`src/rtl/twiddle_mul8.sv`:
```
// twiddle_mul8: three-stage complex multiply by W8^ke (forward or conjugate),
// with half-up rounding, saturation and a valid/ready stream interface.
// A single stall enable freezes all stages while the output is held.
module twiddle_mul8 #(
    parameter int unsigned DW     = 16,
    parameter int unsigned COEF_W = 16
) (
    input  logic          clk,
    input  logic          rst,
    input  logic          in_valid,
    output logic          in_ready,
    input  logic [DW-1:0] in_re,
    input  logic [DW-1:0] in_im,
    input  logic [2:0]    k,
    input  logic          inv,
    output logic          out_valid,
    input  logic          out_ready,
    output logic [DW-1:0] out_re,
    output logic [DW-1:0] out_im,
    output logic          out_sat
);

    // Pre-value, product and shift widths.
    localparam int unsigned PRE_W = DW + 1;
    localparam int unsigned PW    = DW + COEF_W + 1;
    localparam int unsigned SH    = COEF_W - 1;

    // R = round(0.70710678 * 2^(COEF_W-1)), evaluated in fixed point.
    localparam longint unsigned R_NUM = 64'd70710678 << (COEF_W - 1);
    localparam int unsigned     R_VAL = 32'((R_NUM + 64'd50000000) / 64'd100000000);

    localparam logic signed [PW-1:0] RC   = PW'(R_VAL);
    localparam logic signed [PW-1:0] UC   = PW'(64'd1 << SH);
    localparam logic signed [PW-1:0] HALF = PW'(64'd1 << (COEF_W - 2));
    localparam logic signed [PW-1:0] MAXV = PW'((64'd1 << (DW - 1)) - 64'd1);
    localparam logic signed [PW-1:0] MINV = ~MAXV;

    // Scale a pre-value by R (odd index) or unity (even index). The sign is
    // applied after the multiply so that -(xr+xi) with both inputs at the
    // most negative value is still represented exactly.
    function automatic logic signed [PW-1:0] scale(
        input logic signed [PRE_W-1:0] p,
        input logic                    neg,
        input logic                    odd
    );
        logic signed [PW-1:0] m;
        m = PW'(p) * (odd ? RC : UC);
        return neg ? -m : m;
    endfunction

    // Round half up, drop the fraction and clip to DW bits; MSB is the clip flag.
    function automatic logic [DW:0] round_sat(input logic signed [PW-1:0] p);
        logic signed [PW-1:0] t;
        t = (p + HALF) >>> SH;
        if (t > MAXV) begin
            return {1'b1, MAXV[DW-1:0]};
        end else if (t < MINV) begin
            return {1'b1, MINV[DW-1:0]};
        end else begin
            return {1'b0, t[DW-1:0]};
        end
    endfunction

    logic stall;
    logic [2:0] ke_c;

    // Stage 1 registers.
    logic                 s1_valid;
    logic signed [DW-1:0] s1_xr;
    logic signed [DW-1:0] s1_xi;
    logic [2:0]           s1_ke;

    // Stage 1 combinational pre-values.
    logic signed [PRE_W-1:0] xr_e, xi_e, sum_e, dif_e;
    logic signed [PRE_W-1:0] pre_a, pre_b;
    logic                    neg_a, neg_b;

    // Stage 2 registers.
    logic                 s2_valid;
    logic signed [PW-1:0] s2_a;
    logic signed [PW-1:0] s2_b;

    // Stage 3 combinational results.
    logic [DW:0] rs_a, rs_b;

    // Hold the whole pipe whenever the output is offered but not taken.
    assign stall    = out_valid && !out_ready;
    assign in_ready = !stall;

    // Inverse direction uses the conjugate twiddle: index (8-k) mod 8.
    assign ke_c = inv ? 3'(3'd0 - k) : k;

    // Stage 1: capture the sample and its effective twiddle index.
    always_ff @(posedge clk or negedge rst) begin
        if (!rst) begin
            s1_valid <= 1'b0;
            s1_xr    <= '0;
            s1_xi    <= '0;
            s1_ke    <= '0;
        end else if (in_ready) begin
            s1_valid <= in_valid;
            if (in_valid) begin
                s1_xr <= $signed(in_re);
                s1_xi <= $signed(in_im);
                s1_ke <= ke_c;
            end
        end
    end

    // Select the real/imag pre-values and their post-multiply signs.
    always_comb begin
        xr_e  = PRE_W'(s1_xr);
        xi_e  = PRE_W'(s1_xi);
        sum_e = xr_e + xi_e;
        dif_e = xi_e - xr_e;
        pre_a = xr_e;
        neg_a = 1'b0;
        pre_b = xi_e;
        neg_b = 1'b0;
        unique case (s1_ke)
            3'd0: begin pre_a = xr_e;  neg_a = 1'b0; pre_b = xi_e;  neg_b = 1'b0; end
            3'd1: begin pre_a = sum_e; neg_a = 1'b0; pre_b = dif_e; neg_b = 1'b0; end
            3'd2: begin pre_a = xi_e;  neg_a = 1'b0; pre_b = xr_e;  neg_b = 1'b1; end
            3'd3: begin pre_a = dif_e; neg_a = 1'b0; pre_b = sum_e; neg_b = 1'b1; end
            3'd4: begin pre_a = xr_e;  neg_a = 1'b1; pre_b = xi_e;  neg_b = 1'b1; end
            3'd5: begin pre_a = sum_e; neg_a = 1'b1; pre_b = dif_e; neg_b = 1'b1; end
            3'd6: begin pre_a = xi_e;  neg_a = 1'b1; pre_b = xr_e;  neg_b = 1'b0; end
            3'd7: begin pre_a = dif_e; neg_a = 1'b1; pre_b = sum_e; neg_b = 1'b0; end
        endcase
    end

    // Stage 2: register the scaled products.
    always_ff @(posedge clk or negedge rst) begin
        if (!rst) begin
            s2_valid <= 1'b0;
            s2_a     <= '0;
            s2_b     <= '0;
        end else if (!stall) begin
            s2_valid <= s1_valid;
            s2_a     <= scale(pre_a, neg_a, s1_ke[0]);
            s2_b     <= scale(pre_b, neg_b, s1_ke[0]);
        end
    end

    // Rounding and saturation of both components.
    always_comb begin
        rs_a = round_sat(s2_a);
        rs_b = round_sat(s2_b);
    end

    // Stage 3: registered outputs, held while stalled.
    always_ff @(posedge clk or negedge rst) begin
        if (!rst) begin
            out_valid <= 1'b0;
            out_re    <= '0;
            out_im    <= '0;
            out_sat   <= 1'b0;
        end else if (!stall) begin
            out_valid <= s2_valid;
            out_re    <= rs_a[DW-1:0];
            out_im    <= rs_b[DW-1:0];
            out_sat   <= s2_valid && (rs_a[DW] || rs_b[DW]);
        end
    end

endmodule

```
`config.mk`:
```
export PLATFORM = sky130hd
export DESIGN_NAME = twiddle_mul8
export DESIGN_NICKNAME = d
export VERILOG_FILES = /design/src/rtl/twiddle_mul8.sv
export SDC_FILE = /design/constraint.sdc
export NUM_CORES = 1
export LEC_CHECK = 0
export ABC_AREA = 1
export ABC_CLOCK_PERIOD_IN_PS = 10000
export CAP_MARGIN = 20
export CORE_ASPECT_RATIO = 0.9
export CORE_MARGIN = 10
export CORE_UTILIZATION = 25
export CTS_CLUSTER_DIAMETER = 80
export DETAILED_ROUTE_END_ITERATION = 8
export PLACE_DENSITY = 0.49
export SETUP_SLACK_MARGIN = 0.05
export SLEW_MARGIN = 5
export SYNTH_ARGS = -nofsm -noshare
export SYNTH_HDL_FRONTEND = slang
export SYNTH_SLANG_ARGS = --single-unit
```
`constraint.sdc`:
```
create_clock -name clk -period 10 [get_ports clk]
set_input_delay 1.5 -clock clk [delete_from_list [all_inputs] [get_ports clk]]
set_output_delay 1.5 -clock clk [all_outputs]
set_load 0.01 [all_outputs]
```
==> results of run 1 <==
-- path summary, 6_finish.rpt --
kind / end / slack, ns / cells past startpoint
setup / recovery: s2_a[32] / 1.47 / 30
hold / removal: s2_valid / 0.48 / 2
setup reg to reg: s2_a[32] / 1.47 / 30
hold reg to reg: s2_valid / 0.48 / 2
max in group asynchronous: s2_b[20] / 7.91 / 3
min in group asynchronous: s1_xi[13] / 1.07 / 1
-- sequential cells by signal (all words and copies together) (netlist names) --
name / count
out_im: 16
out_re: 16
out_sat: 1
out_valid: 1
s1_ke: 3
s1_valid: 1
s1_xi: 16
s1_xr: 16
s2_a: 19
s2_b: 19
s2_valid: 1
-- metrics by stage --
stage,hold slack (ns),std cells,setup slack [ns],instance area [um^2]
5_1_grt,0.512,3716,0.826,20900
3_3_place_gp,0.464,3699,1.57,20500
4_1_cts,0.488,3715,1.50,20900
6_report,0.483,3716,1.47,20900
3_5_place_dp,0.468,3699,1.51,20500
2_1_floorplan,0.434,2721,3.06,18800
-- cells by family (layout without fill, tap and decap cells) --
| group | Yosys count | after routing |
|---|---|---|
| and+or+nand+nor | 1194 | 1194 |
| buffers and inverters | 645 | 670 |
| adders and majority gates | 405 | 405 |
| DFF | 109 | 109 |
| other | 2 | 10 |
| AOI/OAI and AO/OA | 263 | 263 |
| xor gates and xnor gates | 95 | 95 |
-- worst register-to-register path: cells and delay by family, from the launching register on --
family,cells,cell delay (ns)
adder cells (fa/ha/maj),7,3.30
AND/OR/NAND/NOR,14,2.25
AO/OA/AOI/OAI,2,1.25
buffers and inverters,7,1.17
flip-flops,1,0.49
-- routing by layer --
| metal | part of all wire (%) | vias up |
|---|---|---|
| li1 | - | 8440 |
| met2 | 40 | 311 |
| met1 | 54 | 7457 |
| met4 | 0.93 | 0 |
| met3 | 4.9 | 26 |
| met5 | 0 | - |
-- cell type report --
cell class	instances	area (um^2)	area share, %
flip-flops and latches	109	2730	13.1
repair buffers	87	856	4.09
clock buffers	9	225	1.08
multi-input cells	1967	13700	65.3
well taps	970	1210	5.81
clock inverters	7	103	0.491
inverters	567	2130	10.2
-- cell usage in the layout, fill, tap and decap left out, types with 12 or more instances in the layout --
cell and count:
sky130_fd_sc_hd__ha_1 259, sky130_fd_sc_hd__o21ai_0 120, sky130_fd_sc_hd__dfrtp_1 108, sky130_fd_sc_hd__clkdlybuf4s50_1 73, sky130_fd_sc_hd__nor3_1 16, sky130_fd_sc_hd__nand3_1 176, sky130_fd_sc_hd__nor2_1 196, sky130_fd_sc_hd__xnor2_1 26
sky130_fd_sc_hd__buf_4 13, sky130_fd_sc_hd__fa_1 146, sky130_fd_sc_hd__nand2_1 699, sky130_fd_sc_hd__o21ai_1 13, sky130_fd_sc_hd__a21oi_1 86, sky130_fd_sc_hd__inv_1 552, sky130_fd_sc_hd__xor2_1 66, sky130_fd_sc_hd__a21oi_2 12
sky130_fd_sc_hd__nand4_1 45, sky130_fd_sc_hd__inv_2 13, sky130_fd_sc_hd__nand3b_1 15
==> impl_metrics.xml, run 1 <==
<?xml version="1.0" encoding="UTF-8"?>
<metrics>
  <group name="synthesis">
    <metric name="synth_commonest_cells" unit="">699 x sky130_fd_sc_hd__nand2_1, 552 x sky130_fd_sc_hd__inv_1, 259 x sky130_fd_sc_hd__ha_1, 197 x sky130_fd_sc_hd__nor2_1, 176 x sky130_fd_sc_hd__nand3_1</metric>
    <metric name="synth_sequential_area_ratio" unit="%">14.5</metric>
    <metric name="synthesis.area" unit="mm^2">0.0188</metric>
    <metric name="avgSynthCellArea" unit="um^2">6.93</metric>
    <metric name="ys_warn_count" unit="">0</metric>
    <metric name="synth_top_area_share" unit="%">17.2</metric>
    <metric name="number_of_enable_type_register_cells_in_the_synthesized_netlist" unit="">0</metric>
    <metric name="synth.mux.area_fraction" unit="%">0</metric>
    <metric name="synth_top_family_by_area" unit="">adder cells</metric>
    <metric name="synth.most_common_cell" unit="">sky130_fd_sc_hd__nand2_1</metric>
    <metric name="yosysTopAreaCell" unit="">sky130_fd_sc_hd__ha_1</metric>
    <metric name="ys_async_sr_fraction" unit="%">100</metric>
    <metric name="synth-main-ff-cell" unit="">sky130_fd_sc_hd__dfrtp_1</metric>
    <metric name="post_synth_and_or_nand_nor_area_fraction" unit="%">27.3</metric>
    <metric name="post_synth_xor_area_fraction" unit="%">4.55</metric>
    <metric name="yosysUniqueCellTypes" unit="">54</metric>
    <metric name="synth_top_cells_by_area" unit="">sky130_fd_sc_hd__ha_1 17%, sky130_fd_sc_hd__fa_1 16%, sky130_fd_sc_hd__dfrtp_1 15%</metric>
    <metric name="synth.ff_latch_count" unit="">109</metric>
    <metric name="syn-instance-count" unit="">2713</metric>
    <metric name="compound_gate_portion_of_the_synthesized_area" unit="%">7.80</metric>
    <metric name="synth_adder_area_share" unit="%">32.8</metric>
  </group>
  <group name="timing">
    <metric name="finalHoldViolations" unit="">0</metric>
    <metric name="timing.setup.tns" unit="ns">0</metric>
    <metric name="final-max-slew-violation-count" unit="">0</metric>
    <metric name="final-setup-viol-count" unit="">0</metric>
    <metric name="rsz0062_at_grt" unit="">false</metric>
    <metric name="clock_skew" unit="ns">0.0143</metric>
    <metric name="timing_worst_slew_pin_value" unit="ns">0.959</metric>
    <metric name="highest_clock_rate" unit="MHz">117</metric>
    <metric name="period_minus_slack" unit="ns">8.53</metric>
    <metric name="layout_worst_path_cycle_share" unit="%">85.3</metric>
    <metric name="timing.slew.headroom" unit="%">35.4</metric>
  </group>
  <group name="grt">
    <metric name="grt_usage" unit="%">12.5</metric>
    <metric name="gr-usage-met3" unit="%">1.95</metric>
    <metric name="grt_antenna_before_repair" unit="">0</metric>
    <metric name="overflow" unit="">0</metric>
    <metric name="grt-busiest-layer" unit="">met1</metric>
    <metric name="grt_use_met1" unit="%">19.4</metric>
    <metric name="grt_util_met2" unit="%">17.9</metric>
    <metric name="grt_first_pass_wirelength" unit="um">86600</metric>
    <metric name="first_global_vias" unit="">15700</metric>
    <metric name="grt_max_degree" unit="">76</metric>
  </group>
  <group name="setup_path">
    <metric name="critPathMostFrequentCell" unit="">sky130_fd_sc_hd__inv_1</metric>
    <metric name="worst-path-buf-inv" unit="">7</metric>
    <metric name="worstPathMaxFanout" unit="">28</metric>
    <metric name="timing.critical_path.max_delay_family" unit="">adder cells</metric>
    <metric name="delay_contributed_by_the_slowest_stage_of_the_critical_path" unit="ns">1.02</metric>
    <metric name="critical_path_arrival" unit="ns">8.82</metric>
    <metric name="r2r-start" unit="">s1_ke[1]</metric>
    <metric name="critical-path-slowest-cell" unit="">sky130_fd_sc_hd__o21ai_0</metric>
    <metric name="start_kind" unit="">register</metric>
    <metric name="cp_capture_type" unit="">register</metric>
    <metric name="required" unit="ns">10.29</metric>
    <metric name="timing.setup.critical_path_class" unit="">register to register</metric>
    <metric name="worstSetupStartpoint" unit="">s1_ke[1]</metric>
  </group>
  <group name="clock_tree">
    <metric name="cts_setup_buffers" unit="">0</metric>
    <metric name="clockBufferDepth" unit="">2</metric>
    <metric name="clk_latency" unit="ns">0.40</metric>
    <metric name="cts.htree.levels" unit="">3</metric>
    <metric name="cts_tree" unit="">yes</metric>
    <metric name="path_clk_slew" unit="ns">0.08</metric>
    <metric name="cts_buf_count" unit="">9</metric>
    <metric name="clock_tree.root_cell" unit="">sky130_fd_sc_hd__clkbuf_16</metric>
    <metric name="post_cts_hold_buffer_count" unit="">0</metric>
    <metric name="ctsResizeCount" unit="">0</metric>
    <metric name="cts_sinks" unit="">109</metric>
  </group>
  <group name="cells_and_area">
    <metric name="final_nets" unit="">3186</metric>
    <metric name="fillers" unit="">8341</metric>
    <metric name="num_antenna_cells" unit="">0</metric>
    <metric name="flow.area_growth_from_synthesis" unit="%">11.2</metric>
    <metric name="layout.core_utilization" unit="%">28.1</metric>
    <metric name="drive_above_1_share" unit="%">3.68</metric>
  </group>
  <group name="flow_run">
    <metric name="max_cap_violations" unit="">0</metric>
  </group>
  <group name="place">
    <metric name="hpwl" unit="um">45900</metric>
    <metric name="place_congestion" unit="">0.892</metric>
    <metric name="numPortBuffers" unit="">74</metric>
  </group>
  <group name="route">
    <metric name="remaining_drc_errors" unit="">0</metric>
    <metric name="via_count" unit="">16200</metric>
    <metric name="routed_wirelength" unit="um">53700</metric>
    <metric name="route.antenna.remaining_nets" unit="">0</metric>
    <metric name="first_pass_iters" unit="">5</metric>
    <metric name="drt-vias-per-instance" unit="">4.37</metric>
    <metric name="drtIter0Drc" unit="">974</metric>
    <metric name="routedWlPerCell" unit="um">14.4</metric>
  </group>
  <group name="outcome">
    <metric name="run_status" unit="">complete, no violations</metric>
  </group>
  <group name="min_path">
    <metric name="min_from" unit="">s1_valid</metric>
    <metric name="worst_hold_path_type" unit="">register to register</metric>
  </group>
  <group name="die">
    <metric name="die_w" unit="um">309</metric>
    <metric name="core_area" unit="mm^2">0.0745</metric>
    <metric name="floorplan.rows" unit="">95</metric>
    <metric name="die_outline_area" unit="mm^2">0.0865</metric>
    <metric name="num_io_pins" unit="">75</metric>
    <metric name="die_h" unit="um">280</metric>
    <metric name="initial_utilization" unit="%">25.2</metric>
  </group>
</metrics>
Power of run 1 is left out: the tool's default activity adds up to more than one toggle a clock period on the data nets, which glitch-free logic cannot reach.
==> run 2, diff against run 1 <==
--- a/config.mk
+++ b/config.mk
@@ -10,10 +10,10 @@
 export CAP_MARGIN = 20
 export CORE_ASPECT_RATIO = 0.9
 export CORE_MARGIN = 10
-export CORE_UTILIZATION = 25
+export CORE_UTILIZATION = 60
 export CTS_CLUSTER_DIAMETER = 80
 export DETAILED_ROUTE_END_ITERATION = 8
-export PLACE_DENSITY = 0.49
+export PLACE_DENSITY = 0.88
 export SETUP_SLACK_MARGIN = 0.05
 export SLEW_MARGIN = 5
 export SYNTH_ARGS = -nofsm -noshare
==> impl_metrics.xml, run 2 (same netlist as run 1, synthesis figures left out) <==
<?xml version="1.0" encoding="UTF-8"?>
<metrics>
  <group name="outcome">
    <metric name="run_status" unit="">complete, no violations</metric>
  </group>
  <group name="min_path">
    <metric name="worst_hold_path_type" unit="">register to register</metric>
    <metric name="min_from" unit="">s1_valid</metric>
  </group>
  <group name="cells_and_area">
    <metric name="num_antenna_cells" unit="">0</metric>
    <metric name="flow.area_growth_from_synthesis" unit="%">7.14</metric>
    <metric name="drive_above_1_share" unit="%">3.47</metric>
    <metric name="layout.cells.most_common_list" unit="">699 x sky130_fd_sc_hd__nand2_1, 552 x sky130_fd_sc_hd__inv_1, 259 x sky130_fd_sc_hd__ha_1</metric>
    <metric name="layout.core_utilization" unit="%">65.1</metric>
    <metric name="final_cell_area" unit="mm^2">0.0201</metric>
    <metric name="most_common_library_cell_in_the_layout_ignoring_fill_and_taps" unit="">sky130_fd_sc_hd__nand2_1</metric>
    <metric name="final_nets" unit="">3181</metric>
    <metric name="reg.largest.list" unit="">s2_a x19, s2_b x19</metric>
  </group>
  <group name="grt">
    <metric name="grt_max_degree" unit="">75</metric>
    <metric name="overflow" unit="">0</metric>
    <metric name="grt_first_pass_wirelength" unit="um">83500</metric>
    <metric name="first_global_vias" unit="">17300</metric>
    <metric name="grt_usage" unit="%">26.1</metric>
    <metric name="grt_antenna_before_repair" unit="">0</metric>
  </group>
  <group name="clock_tree">
    <metric name="cts_tree" unit="">yes</metric>
    <metric name="clockBufferDepth" unit="">2</metric>
    <metric name="post_cts_hold_buffer_count" unit="">0</metric>
    <metric name="cts_setup_buffers" unit="">0</metric>
    <metric name="clock_tree.root_cell" unit="">sky130_fd_sc_hd__clkbuf_16</metric>
    <metric name="cts.htree.levels" unit="">3</metric>
    <metric name="cts_buf_count" unit="">9</metric>
    <metric name="cts_sinks" unit="">109</metric>
    <metric name="clk_latency" unit="ns">0.39</metric>
    <metric name="ctsResizeCount" unit="">0</metric>
    <metric name="path_clk_slew" unit="ns">0.09</metric>
  </group>
  <group name="setup_path">
    <metric name="worstPathMaxFanout" unit="">28</metric>
    <metric name="worstSetupStartpoint" unit="">s1_ke[1]</metric>
    <metric name="start_kind" unit="">register</metric>
    <metric name="timing.setup.critical_path_class" unit="">register to register</metric>
    <metric name="cp_capture_type" unit="">register</metric>
    <metric name="critical-path-slowest-cell" unit="">sky130_fd_sc_hd__clkinv_1</metric>
    <metric name="critical_path_arrival" unit="ns">9.01</metric>
    <metric name="required" unit="ns">10.28</metric>
    <metric name="delay_contributed_by_the_slowest_stage_of_the_critical_path" unit="ns">0.86</metric>
    <metric name="r2r-start" unit="">s1_ke[1]</metric>
    <metric name="critPathMostFrequentCell" unit="">sky130_fd_sc_hd__inv_1</metric>
  </group>
  <group name="route">
    <metric name="routedWlPerCell" unit="um">16.0</metric>
    <metric name="remaining_drc_errors" unit="">0</metric>
    <metric name="first_pass_iters" unit="">6</metric>
    <metric name="uppermost_routed_layer" unit="">met4</metric>
    <metric name="via_count" unit="">17300</metric>
    <metric name="route.antenna.remaining_nets" unit="">0</metric>
    <metric name="met3WireLength" unit="um">3710</metric>
    <metric name="routedLengthMet1" unit="um">21800</metric>
    <metric name="routed_wirelength" unit="um">50400</metric>
    <metric name="drtIter0Drc" unit="">1343</metric>
    <metric name="detailroute.wirelength.met2" unit="um">23600</metric>
    <metric name="drt-vias-per-instance" unit="">5.50</metric>
  </group>
  <group name="timing">
    <metric name="period_minus_slack" unit="ns">8.73</metric>
    <metric name="final-max-slew-violation-count" unit="">0</metric>
    <metric name="timing.slew.headroom" unit="%">33.4</metric>
    <metric name="finalHoldViolations" unit="">0</metric>
    <metric name="timing.setup.tns" unit="ns">0</metric>
    <metric name="highest_clock_rate" unit="MHz">115</metric>
    <metric name="final-setup-viol-count" unit="">0</metric>
    <metric name="rsz0062_at_grt" unit="">false</metric>
    <metric name="clock_skew" unit="ns">0.0185</metric>
    <metric name="layout_worst_path_cycle_share" unit="%">87.3</metric>
    <metric name="timing_worst_slew_pin_value" unit="ns">1.00</metric>
  </group>
  <group name="place">
    <metric name="hpwl" unit="um">42400</metric>
    <metric name="numPortBuffers" unit="">74</metric>
    <metric name="post_dp_cell_area" unit="mm^2">0.0198</metric>
    <metric name="place_congestion" unit="">1.04</metric>
  </group>
  <group name="flow_run">
    <metric name="max_cap_violations" unit="">0</metric>
  </group>
  <group name="die">
    <metric name="initial_utilization" unit="%">60.8</metric>
    <metric name="die_w" unit="um">207</metric>
    <metric name="die_h" unit="um">188</metric>
    <metric name="core_area" unit="mm^2">0.0309</metric>
    <metric name="floorplan.rows" unit="">61</metric>
    <metric name="num_io_pins" unit="">75</metric>
    <metric name="die_outline_area" unit="mm^2">0.0388</metric>
  </group>
</metrics>
[run 2: cell types whose count changed in the layout (fill, tap and decap cells not counted), sizes merged]
cell	delta
buf	-5
inv	+3
bufinv	-1
clkinv	-2
[run 2: final cells by class]
type / count / area [um^2]
inverter: 567 / 2130
timing repair buffer: 82 / 798
fill: 2653 / 10800
multi-input combinational: 1967 / 13700
clock inverter: 7 / 91.3
tap: 409 / 512
clock buffer: 9 / 225
sequential: 109 / 2730
[run 2: critical path: cells and delay by family (launching register included)]
kind	cells	cell delay (ns)
AO/OA/AOI/OAI	2	1.08
adder cells (fa/ha/maj)	7	3.34
buffers and inverters	8	1.41
flip-flops	1	0.50
AND/OR/NAND/NOR	14	2.25
[run 2: stage by stage]
stage	worst slack (ns)	hold WS, ns	instances
global placement	1.80	0.453	3134
floorplan	3.06	0.434	2721
CTS	1.50	0.485	3150
global route	0.829	0.514	3150
finish	1.27	0.492	3150
detailed placement	1.51	0.464	3134
[run 2: metal layers]
metal / GRT usage [%] / vias up
met5: 0 / -
met4: 8.05 / 0
met3: 4.84 / 96
met2: 43.3 / 625
met1: 33.6 / 8179
li1: - / 8433
[run 2: final timing paths]
| path | endpoint | slack, ns | depth (start not counted) |
|---|---|---|---|
| max in group asynchronous | s1_xr[12] | 7.58 | 2 |
| hold / removal | s1_valid | 0.49 | 2 |
| setup reg to reg | s2_a[32] | 1.27 | 31 |
| min in group asynchronous | s2_a[22] | 1.06 | 1 |
| setup / recovery | s2_a[32] | 1.27 | 31 |
| hold reg to reg | s1_valid | 0.49 | 2 |
Power of run 2 is left out for the same reason.
==> run 3, diff against run 2 <==
--- a/config.mk
+++ b/config.mk
@@ -8,12 +8,13 @@
 export ABC_AREA = 1
 export ABC_CLOCK_PERIOD_IN_PS = 10000
 export CAP_MARGIN = 20
-export CORE_ASPECT_RATIO = 0.9
+export CELL_PAD_IN_SITES_DETAIL_PLACEMENT = 1
+export CELL_PAD_IN_SITES_GLOBAL_PLACEMENT = 2
 export CORE_MARGIN = 10
-export CORE_UTILIZATION = 60
+export CORE_UTILIZATION = 37
 export CTS_CLUSTER_DIAMETER = 80
 export DETAILED_ROUTE_END_ITERATION = 8
-export PLACE_DENSITY = 0.88
+export PLACE_DENSITY = 0.93
 export SETUP_SLACK_MARGIN = 0.05
 export SLEW_MARGIN = 5
 export SYNTH_ARGS = -nofsm -noshare
==> impl_metrics.xml, run 3 (same netlist as run 1, synthesis figures left out) <==
<?xml version="1.0" encoding="UTF-8"?>
<metrics>
  <group name="clock_tree">
    <metric name="clk_latency" unit="ns">0.39</metric>
    <metric name="clockBufferDepth" unit="">2</metric>
    <metric name="cts_tree" unit="">yes</metric>
    <metric name="cts_setup_buffers" unit="">0</metric>
    <metric name="path_clk_slew" unit="ns">0.09</metric>
    <metric name="cts_buf_count" unit="">9</metric>
    <metric name="clock_tree.root_cell" unit="">sky130_fd_sc_hd__clkbuf_16</metric>
    <metric name="cts_sinks" unit="">109</metric>
    <metric name="post_cts_hold_buffer_count" unit="">0</metric>
    <metric name="ctsResizeCount" unit="">0</metric>
    <metric name="cts.htree.levels" unit="">3</metric>
  </group>
  <group name="die">
    <metric name="die_outline_area" unit="mm^2">0.0602</metric>
    <metric name="floorplan.rows" unit="">82</metric>
    <metric name="initial_utilization" unit="%">37.5</metric>
    <metric name="die_w" unit="um">245</metric>
    <metric name="die_h" unit="um">245</metric>
    <metric name="num_io_pins" unit="">75</metric>
    <metric name="core_area" unit="mm^2">0.0502</metric>
  </group>
  <group name="route">
    <metric name="remaining_drc_errors" unit="">0</metric>
    <metric name="routed_wirelength" unit="um">56100</metric>
    <metric name="drtIter0Drc" unit="">656</metric>
    <metric name="via_count" unit="">16900</metric>
    <metric name="drt-vias-per-instance" unit="">4.96</metric>
    <metric name="routedWlPerCell" unit="um">16.4</metric>
    <metric name="first_pass_iters" unit="">5</metric>
    <metric name="route.antenna.remaining_nets" unit="">0</metric>
  </group>
  <group name="timing">
    <metric name="timing.slew.headroom" unit="%">21.1</metric>
    <metric name="period_minus_slack" unit="ns">9.04</metric>
    <metric name="layout_worst_path_cycle_share" unit="%">90.4</metric>
    <metric name="final-setup-viol-count" unit="">0</metric>
    <metric name="rsz0062_at_grt" unit="">false</metric>
    <metric name="timing_worst_slew_pin_value" unit="ns">1.17</metric>
    <metric name="highest_clock_rate" unit="MHz">111</metric>
    <metric name="clock_skew" unit="ns">0.00901</metric>
    <metric name="timing.setup.tns" unit="ns">0</metric>
    <metric name="final-max-slew-violation-count" unit="">0</metric>
    <metric name="finalHoldViolations" unit="">0</metric>
  </group>
  <group name="cells_and_area">
    <metric name="final_nets" unit="">3183</metric>
    <metric name="drive_above_1_share" unit="%">3.54</metric>
    <metric name="fillers" unit="">6405</metric>
    <metric name="num_antenna_cells" unit="">0</metric>
    <metric name="reg.largest.list" unit="">s2_a x19, s2_b x19</metric>
    <metric name="most_common_library_cell_in_the_layout_ignoring_fill_and_taps" unit="">sky130_fd_sc_hd__nand2_1</metric>
    <metric name="flow.area_growth_from_synthesis" unit="%">8.94</metric>
    <metric name="layout.cells.most_common_list" unit="">699 x sky130_fd_sc_hd__nand2_1, 552 x sky130_fd_sc_hd__inv_1, 259 x sky130_fd_sc_hd__ha_1</metric>
  </group>
  <group name="outcome">
    <metric name="run_status" unit="">complete, no violations</metric>
  </group>
  <group name="place">
    <metric name="hpwl" unit="um">48900</metric>
    <metric name="numPortBuffers" unit="">74</metric>
    <metric name="place_congestion" unit="">0.918</metric>
  </group>
  <group name="setup_path">
    <metric name="critical_path_arrival" unit="ns">9.37</metric>
    <metric name="worst-path-buf-inv" unit="">7</metric>
    <metric name="timing.critical_path.max_delay_family" unit="">adder cells</metric>
    <metric name="critical-path-slowest-cell" unit="">sky130_fd_sc_hd__o21ai_0</metric>
    <metric name="timing.setup.critical_path_class" unit="">register to register</metric>
    <metric name="required" unit="ns">10.33</metric>
    <metric name="start_kind" unit="">register</metric>
    <metric name="worstPathMaxFanout" unit="">28</metric>
    <metric name="delay_contributed_by_the_slowest_stage_of_the_critical_path" unit="ns">1.19</metric>
    <metric name="cp_capture_type" unit="">register</metric>
  </group>
  <group name="grt">
    <metric name="grt_antenna_before_repair" unit="">0</metric>
    <metric name="overflow" unit="">0</metric>
    <metric name="grt_max_degree" unit="">64</metric>
    <metric name="grt_usage" unit="%">18.8</metric>
    <metric name="grt_first_pass_wirelength" unit="um">92200</metric>
    <metric name="first_global_vias" unit="">18000</metric>
  </group>
  <group name="flow_run">
    <metric name="max_cap_violations" unit="">0</metric>
  </group>
  <group name="min_path">
    <metric name="worst_hold_path_type" unit="">register to register</metric>
  </group>
</metrics>
run 3: changes by cell type in the layout (fill, tap and decap cells not counted):
cell / delta
sky130_fd_sc_hd__inv_8: +4
sky130_fd_sc_hd__inv_6: -3
sky130_fd_sc_hd__buf_4: +2
sky130_fd_sc_hd__clkinv_8: -1
sky130_fd_sc_hd__clkinvlp_4: +1
sky130_fd_sc_hd__inv_12: -1
run 3: cell type report:
| cell class | instances | area [um^2] | share of cell area [%] |
|---|---|---|---|
| Sequential cell | 109 | 2730 | 13.3 |
| Tap cell | 672 | 841 | 4.11 |
| Clock inverter | 7 | 85.1 | 0.416 |
| Timing Repair Buffer | 84 | 813 | 3.97 |
| Inverter | 567 | 2130 | 10.4 |
| Clock buffer | 9 | 225 | 1.10 |
| Multi-Input combinational cell | 1967 | 13700 | 66.7 |
run 3: routing by layer:
layer	share of wire, %	vias to the layer above	track usage [%]
met5	0	-	0
met4	2.0	0	4.74
met3	3.6	53	2.95
met2	48	253	33.0
met1	46	8222	23.6
li1	-	8410	-
run 3: path summary, 6_finish.rpt:
kind                               to  slack (ns)      from  cells after the start
min in group asynchronous  out_re[14]        1.12       rst                      1
max reg2reg                  s2_a[31]        0.96  s1_ke[1]                     31
max in group asynchronous   s1_xi[13]        7.58       rst                      2
min reg2reg                  s1_valid        0.49  s1_valid                      2
min                          s1_valid        0.49  s1_valid                      2
max                          s2_a[31]        0.96  s1_ke[1]                     31
run 3: worst reg2reg max path: cells and delay by family (launching register included):
kind | cells | cell delay [ns]
and+or+nand+nor | 16 | 2.67
adders and majority gates | 7 | 3.39
AOI/OAI and AO/OA | 1 | 1.20
DFF | 1 | 0.49
buffers and inverters | 7 | 1.25
run 3: through the flow:
stage                     utilization (%)  cell area [um^2]  cells  hold slack, ns  setup slack (ns)
after floorplan                         -             18800   2721           0.434              3.06
after global placement               40.2             20200   3399           0.451              1.22
after detailed placement             40.2             20200   3399           0.467              1.11
after CTS                            40.8             20500   3415           0.490              1.05
after global routing                 40.8             20500   3415           0.508             0.334
final                                40.8             20500   3415           0.485             0.961
Power of run 3 is left out for the same reason.
